$ cat src/rtl/kmap_scan_capture.sv
// kmap_scan_capture
//   Stimulus/capture stage for a 4-input combinational K-map function.
//   - Walks {a,b,c,d} through all 16 minterms in Gray-code order.
//   - Waits SETTLE extra cycles per minterm, then samples out_i.
//   - Builds a 16-bit truth table and counts mismatches against an expected
//     table. Only cells whose care_mask bit is 1 are counted.
//
// Ports
//   clk          : rising-edge clock
//   reset        : synchronous, active-high
//   start        : begin a scan; looked at only while idle
//   expected     : expected truth table, bit index = {a,b,c,d}; latched on start
//   care_mask    : 1 = cell checked, 0 = don't-care; latched on start
//   out_i        : output of the function under test
//   a,b,c,d      : minterm drive to the function under test (a = MSB)
//   busy         : high from the cycle after start is accepted through DONE
//   done         : one-cycle pulse when the scan completes
//   table_o      : captured truth table, bit index = {a,b,c,d}
//   mismatch_cnt : number of cared cells where out_i != expected (0..16)
//   pass         : set after a completed scan with zero mismatches
//   dbg_state    : current FSM state (IDLE=0, WAIT=1, SAMPLE=2, DONE=3)
//
// Handshake: start is a level that is accepted on any rising edge where the
// FSM is IDLE. Once accepted, further start pulses are ignored until the FSM
// is back in IDLE. Completion is signalled by a single-cycle done pulse; no
// acknowledge is needed. If start is held high through DONE, the next scan
// begins after exactly one IDLE cycle.
module kmap_scan_capture #(
  parameter int unsigned SETTLE = 1
) (
  input  logic        clk,
  input  logic        reset,
  input  logic        start,
  input  logic [15:0] expected,
  input  logic [15:0] care_mask,
  input  logic        out_i,
  output logic        a,
  output logic        b,
  output logic        c,
  output logic        d,
  output logic        busy,
  output logic        done,
  output logic [15:0] table_o,
  output logic [4:0]  mismatch_cnt,
  output logic        pass,
  output logic [1:0]  dbg_state
);

  // SETTLE is legal in 0..15, so four bits hold the reload value.
  localparam logic [3:0] SETTLE_L = 4'(SETTLE);

  typedef enum logic [1:0] {
    S_IDLE   = 2'd0,
    S_WAIT   = 2'd1,
    S_SAMPLE = 2'd2,
    S_DONE   = 2'd3
  } state_t;

  state_t      r_state;
  logic [3:0]  r_step;
  logic [3:0]  r_settle;
  logic [3:0]  r_drive;
  logic [15:0] r_exp;
  logic [15:0] r_care;
  logic        r_busy;
  logic        r_done;
  logic [15:0] r_table;
  logic [4:0]  r_cnt;
  logic        r_pass;

  logic [3:0]  w_gray;
  logic [3:0]  w_next_step;
  logic [3:0]  w_next_gray;
  logic        w_miss;

  // Gray code of the current step and of the next step. r_drive always
  // equals w_gray while in WAIT/SAMPLE; w_gray is used for indexing so
  // the sampled cell never depends on the output register.
  assign w_gray      = r_step ^ (r_step >> 1);
  assign w_next_step = r_step + 4'd1;
  assign w_next_gray = w_next_step ^ (w_next_step >> 1);
  assign w_miss      = r_care[w_gray] & (out_i ^ r_exp[w_gray]);

  always_ff @(posedge clk) begin
    if (reset) begin
      r_state  <= S_IDLE;
      r_step   <= 4'd0;
      r_settle <= 4'd0;
      r_drive  <= 4'd0;
      r_exp    <= 16'd0;
      r_care   <= 16'd0;
      r_busy   <= 1'b0;
      r_done   <= 1'b0;
      r_table  <= 16'd0;
      r_cnt    <= 5'd0;
      r_pass   <= 1'b0;
    end else begin
      case (r_state)
        S_IDLE: begin
          r_done  <= 1'b0;
          r_busy  <= 1'b0;
          r_drive <= 4'd0;
          if (start) begin
            r_exp    <= expected;
            r_care   <= care_mask;
            r_step   <= 4'd0;
            r_drive  <= 4'd0;
            r_settle <= SETTLE_L;
            r_table  <= 16'd0;
            r_cnt    <= 5'd0;
            r_pass   <= 1'b0;
            r_busy   <= 1'b1;
            r_state  <= S_WAIT;
          end
        end

        S_WAIT: begin
          // SETTLE+1 cycles in WAIT: the counter is loaded with SETTLE and
          // SAMPLE is entered on the edge where it reads zero.
          if (r_settle == 4'd0) begin
            r_state <= S_SAMPLE;
          end else begin
            r_settle <= r_settle - 4'd1;
          end
        end

        S_SAMPLE: begin
          r_table[w_gray] <= out_i;
          // At most 16 increments, so the 5-bit count cannot wrap.
          if (w_miss) begin
            r_cnt <= r_cnt + 5'd1;
          end
          if (r_step == 4'd15) begin
            r_done  <= 1'b1;
            r_state <= S_DONE;
          end else begin
            r_step   <= w_next_step;
            r_drive  <= w_next_gray;
            r_settle <= SETTLE_L;
            r_state  <= S_WAIT;
          end
        end

        S_DONE: begin
          // The last SAMPLE edge already updated r_cnt, so it is final here.
          r_done  <= 1'b0;
          r_busy  <= 1'b0;
          r_pass  <= (r_cnt == 5'd0);
          r_drive <= 4'd0;
          r_state <= S_IDLE;
        end

        default: begin
          r_state <= S_IDLE;
        end
      endcase
    end
  end

  assign {a, b, c, d}  = r_drive;
  assign busy          = r_busy;
  assign done          = r_done;
  assign table_o       = r_table;
  assign mismatch_cnt  = r_cnt;
  assign pass          = r_pass;
  assign dbg_state     = r_state;

endmodule

$ cat config.mk
export PLATFORM = sky130hd
export DESIGN_NAME = kmap_scan_capture
export DESIGN_NICKNAME = d
export VERILOG_FILES = /design/src/rtl/kmap_scan_capture.sv
export SDC_FILE = /design/constraint.sdc
export NUM_CORES = 1
export LEC_CHECK = 0
export ABC_AREA = 1
export CAP_MARGIN = 20
export CORE_AREA = 2 2 121 123
export CTS_CLUSTER_DIAMETER = 40
export CTS_CLUSTER_SIZE = 16
export DETAILED_ROUTE_END_ITERATION = 10
export DIE_AREA = 0 0 123 125
export GPL_ROUTABILITY_DRIVEN = 0
export PLACE_DENSITY = 0.48
export SYNTH_ARGS = -nofsm -noshare
export SYNTH_HDL_FRONTEND = slang
export SYNTH_SLANG_ARGS = --single-unit
export TNS_END_PERCENT = 5
$ cat constraint.sdc
create_clock -name clk -period 4.2 [get_ports clk]
set_clock_uncertainty 0.05 [all_clocks]
set_input_delay 0.84 -clock clk [delete_from_list [all_inputs] [get_ports clk]]
set_output_delay 0.84 -clock clk [all_outputs]
set_load 0.005 [all_outputs]
; Yosys cells after proc, flatten, opt, wreduce, memory -nomap -nowiden
; Cells that the tools add are included.
[word_totals]
regBits = 70
latch_bits = 0
ram_bits = 0
rom_bits = 0
input_bits = 36
output_inout_bits = 30
mem_count = 0
[op_classes]
add_sub_neg = 3
multipliers = 0
n_div = 0
n_lt_le_gt_ge = 2
n_eq_ne = 10
n_shift = 0
mux = 31
bitwise_logic = 4
reduce_logical = 18
[op_table]
columns = op, n
row1 = $pmux W16 S2, 1
row2 = $mux W4, 6
row3 = $bwmux W16, 1
row4 = $mux W16, 1
row5 = $pmux W4 S2, 2
row6 = $ne A2 B2 Y1 const B, 6
row7 = $pmux W4 S3, 1
row8 = $reduce_and A2 Y1, 6
row9 = $mux W5, 2
row10 = $pmux W5 S2, 1
row11 = $bmux W1 S4, 2
row12 = $pmux W2 S4, 1
row13 = $xor A4 B3 Y4, 2
row14 = $mux W1, 6
row15 = $mux W2, 3
row16 = $pmux W1 S2, 3
row17 = $reduce_and A3 Y1, 2
row18 = $reduce_bool A2 Y1, 3
row19 = $add A5 B1 Y5 const B, 1
row20 = $logic_not A5 Y1, 1
row21 = $lt A4 B5 Y1 const B, 1
row22 = $add A4 B1 Y4 const B, 1
row23 = $demux W1 S4, 1
row24 = $eq A2 B2 Y1 const B, 2
row25 = other kinds (12), 12

; Logic depth before layout (Yosys ltp)
[logic_depth]
depth_word = 7
mapped_depth = 14
depth_no_buf = 14

; Worst setup path before layout
; Ideal clock, no wire load.
[synth_timing]
path_kind = flip-flop to flip-flop
start = register r_step[0]
end = register r_cnt[0] (netlist: mismatch_cnt[0])
arrival_time_ns = 1.685
required_time_ns = 4.035
slack_ns = 2.350
path_stages_with_launch = 15
period_less_slack_ns = 1.850
cell_sequence = dfxtp_1 > ha_1 > inv_4 > nand2_4 > inv_2 > a21oi_1 > nand3_1 > nand2_1 > nand2_1 > nand2_1 > nand3_2 > nand2_4 > nand3_1 > nand2_1 > nor2_1
[synth_between]
elab_chain_cells = 7
elab_cells_between_ends = 9
[synth_lines]
columns = element, line
row1 = "start, declared", 60  ; logic [3:0] r_step;
row2 = "start signal, assigned", 137  ; r_step <= w_next_step;
row3 = $xor A4 B3 Y4 (*), 79  ; assign w_gray = r_step ^ (r_step >> 1);
row4 = $bmux W1 S4, 82  ; assign w_miss = r_care[w_gray] & (out_i ^ r_exp[w_gray]);
row5 = $mux W1 (implied by the code), 82
row6 = $xor A1 B1 Y1, 82
row7 = $and A1 B1 Y1 (*), 82
row8 = $ne A2 B2 Y1 (no line) (*), --
row9 = $reduce_and A3 Y1 (no line) (*), --
row10 = "end signal, assigned", 131  ; r_cnt <= r_cnt + 5'd1;
row11 = "end, declared", 68  ; logic [4:0] r_cnt;
; Every way passes the cells marked *; elsewhere a longest branch is shown, timed or not. The select of a mux whose other input is x is not followed.
; A chain may end at the register's enable or synchronous reset.

; Worst setup path after layout
[layout_timing]
start = input port start
end = register r_care[4]
[layout_between]
elab_chain_cells = 1
[layout_lines]
columns = element, line
row1 = "start, declared", 33  ; input logic start,
row2 = $reduce_and A2 Y1 (no line), --
row3 = "end signal, assigned", 105  ; r_care <= care_mask;
row4 = "end, declared", 64  ; logic [15:0] r_care;
; Every way passes these cells.

==> flow_metrics.py <==
metrics = {
    "clock_tree": {
        "cts.hold.buffers_added": 0,
        "post_cts_buffers": 0,
        "root_buffer": "clkbuf_16",
        "worstSkewPairLatency_ns": 0.33,
        "cts_made_buffers": 9,
        "cts_max_path_buffers": 2,
        "tritoncts": "built",
        "htreeDepth": 3,
        "cts_resized": 0,
        "cts.sink_count": 70,
        "clk_pin_slew_ns": 0.05,
    },
    "yosys": {
        "netlist_area_um2": 3440,
        "ys_types": 29,
        "synthMostInstantiatedCell": "nand2_1",
        "synth_top_cell_by_area": "dfxtp_1",
        "synth_flop_cell": "dfxtp_1",
        "synth_top_area_share_pct": 40.7,
        "ys_seq_elements": 70,
        "avgSynthCellArea_um2": 6.89,
        "synthCells": 500,
        "ys_seq_area_share_pct": 40.7,
        "synth_common_cells": "nand2_1 (97), nor2_1 (89), dfxtp_1 (70)",
        "yosys-top-cells-area": "dfxtp_1 (41%), nand2_1 (11%), nor2_1 (9.7%), o21ai_0 (8.7%), a21oi_1 (7.6%)",
        "ys_warn_count": 0,
        "synth-async-reset-ratio_pct": 0,
        "synthesis.nets": 550,
        "synth_edf_count": 0,
    },
    "timing": {
        "hold_violations": 0,
        "finalSetupTns_ns": 0,
        "worst_slew_pin_slew_ns": 0.642,
        "rsz0062_at_grt": "false",
        "fmax_mhz": 407,
        "finalCritPeriodShare_pct": 58.6,
        "finalSetupViolCount": 0,
        "slew_violations": 0,
        "timing.final.ws_setup_ns": 1.74,
        "period_minus_slack_ns": 2.46,
        "relSlewSlack_pct": 57.1,
    },
    "drt": {
        "antenna_left": 0,
        "wirelength_mm": 9.05,
        "route.detailed.drc": 0,
        "viasPerCell": 4.37,
        "drt-initial-drc-count": 243,
        "dr.pass1.iters": 4,
        "wire_per_inst_um": 12.1,
        "num_vias": 3271,
    },
    "pwr": {
        "peakVddDrop_mv": 0.209,
        "p_per_area_nw_per_um2": 430,
        "p_leak_nw": 1.82,
    },
    "finish": {
        "drive_gt1_share_pct": 6.37,
        "n_antenna_cell": 0,
        "fin_nets": 610,
        "fillers": 1558,
        "fin_cells": 749,
        "layout-area-overhead-vs-synth_pct": 32.7,
        "finish.utilization_pct": 32.2,
        "final_cell_area_um2": 4570,
    },
    "place": {
        "dp_slack_ns": 1.41,
        "io_buffers": 65,
        "place_hpwl_mm": 6.51,
        "dpl_cell_area_um2": 4270,
        "place_inst": 733,
    },
    "grt": {
        "grt_max_degree": 50,
        "antenna_found_initial": 0,
        "track_usage_pct": 12.5,
        "first_global_vias": 3208,
        "gr-total-overflow": 0,
        "grt_pass1_wl_mm": 15.1,
    },
    "critical_path": {
        "path_max_fanout": 49,
        "end_kind": "flip-flop",
        "cp.required_ns": 4.37,
        "critical_path_class": "primary input to flip-flop",
        "cp.arrival_ns": 2.63,
        "start_kind": "primary input",
    },
    "run_status": {
        "run_status": "finished clean",
    },
    "min_path": {
        "hold_class": "flip-flop to flip-flop",
    },
    "floorplan": {
        "die_w_um": 123,
        "num_rows": 44,
        "start_util_pct": 24.3,
        "core_area_um2": 14200,
        "die_area_um2": 15400,
        "ioPinCount": 66,
        "die_height_um": 125,
    },
    "run": {
        "maxCapViolCount": 0,
    },
}
[worst max-delay path, cell delays in order]
cell             delay (ns)
clkdlybuf4s50_1        0.48
nand2_1                0.11
buf_4                  0.38
clkinv_1               0.51
nor2_1                 0.23
nor2_1                 0.06
[flip-flops by register name, indices dropped and copies added, names as in the netlist]
| register | cells |
|---|---|
| busy | 1 |
| r_exp | 16 |
| mismatch_cnt | 5 |
| r_settle | 4 |
| r_step | 4 |
| table_o | 16 |
| pass | 1 |
| r_care | 16 |
| r_drive | 4 |
| done | 1 |
| dbg_state | 2 |
[layout make-up]
type                    instances  area, um2  share of cell area [%]
clock inverters                 4       45.0                   0.986
clock buffers                  12        256                    5.61
flip-flops and latches         70       1400                    30.7
inverters                      50        193                    4.22
repair buffers                 69        681                    14.9
multi-input cells             360       1760                    38.6
well taps                     184        230                    5.04
[where the power goes]
part           switching, W  internal (W)
sequential        0.0000424      0.000732
clock              0.000283      0.000489
combinational      0.000251      0.000170
[per-stage QoR]
step | total power [W] | hold slack, ns
after CTS | 0.00200 | 0.408
after detailed placement | 0.00121 | 0.399
after global routing | 0.00210 | 0.428
after global placement | 0.00121 | 0.393
after floorplan | 0.00107 | 0.379
final | 0.00197 | 0.404
[logic make-up (layout without fill, tap and decap cells)]
| logic type | count (synthesis) | in the layout | share of synthesized area [%] |
|---|---|---|---|
| buffers and inverters | 70 | 135 | 8.14 |
| adder cells (fa/ha/maj) | 14 | 14 | 5.09 |
| AO/OA/AOI/OAI | 117 | 117 | 17.4 |
| AND/OR/NAND/NOR | 226 | 226 | 27.9 |
| flip-flops | 70 | 70 | 40.7 |
| XOR/XNOR | 3 | 3 | 0.763 |
[per-layer routing]
layer,up-vias,part of all wire (%),global-route usage [%]
li1,1735,-,-
met1,1458,47,16.1
met2,66,47,19.7
met3,12,4.6,2.65
met4,0,2.0,5.88
met5,-,0,0
[final timing paths]
path / from / end / slack, ns / cells after the start
worst max-delay path: start / r_care[4]$_SDFFE_PP0P_ / 1.74 / 6
worst min-delay path: r_exp[8]$_SDFFE_PP0P_ / r_exp[8]$_SDFFE_PP0P_ / 0.40 / 2
worst max register to register: r_step[0]$_SDFFE_PP0P_ / mismatch_cnt[2]$_SDFFE_PP0P_ / 1.75 / 14
worst min register to register: r_exp[8]$_SDFFE_PP0P_ / r_exp[8]$_SDFFE_PP0P_ / 0.40 / 2
[cell usage in the layout (no fill, tap or decap), types with 3 or more instances in the layout]
cell             instances
inv_1                   45
ha_1                    14
clkdlybuf4s50_1         65
nand4_1                  3
nor2_1                  89
nand3_2                  3
clkbuf_16                9
nand2_4                  4
o21ai_0                 59
buf_4                    4
nand2_1                 97
nand3_1                 22
a21oi_1                 52
nor3_1                   3
dfxtp_1                 70
clkinv_2                 3
(Power assumes the default switching activity.)
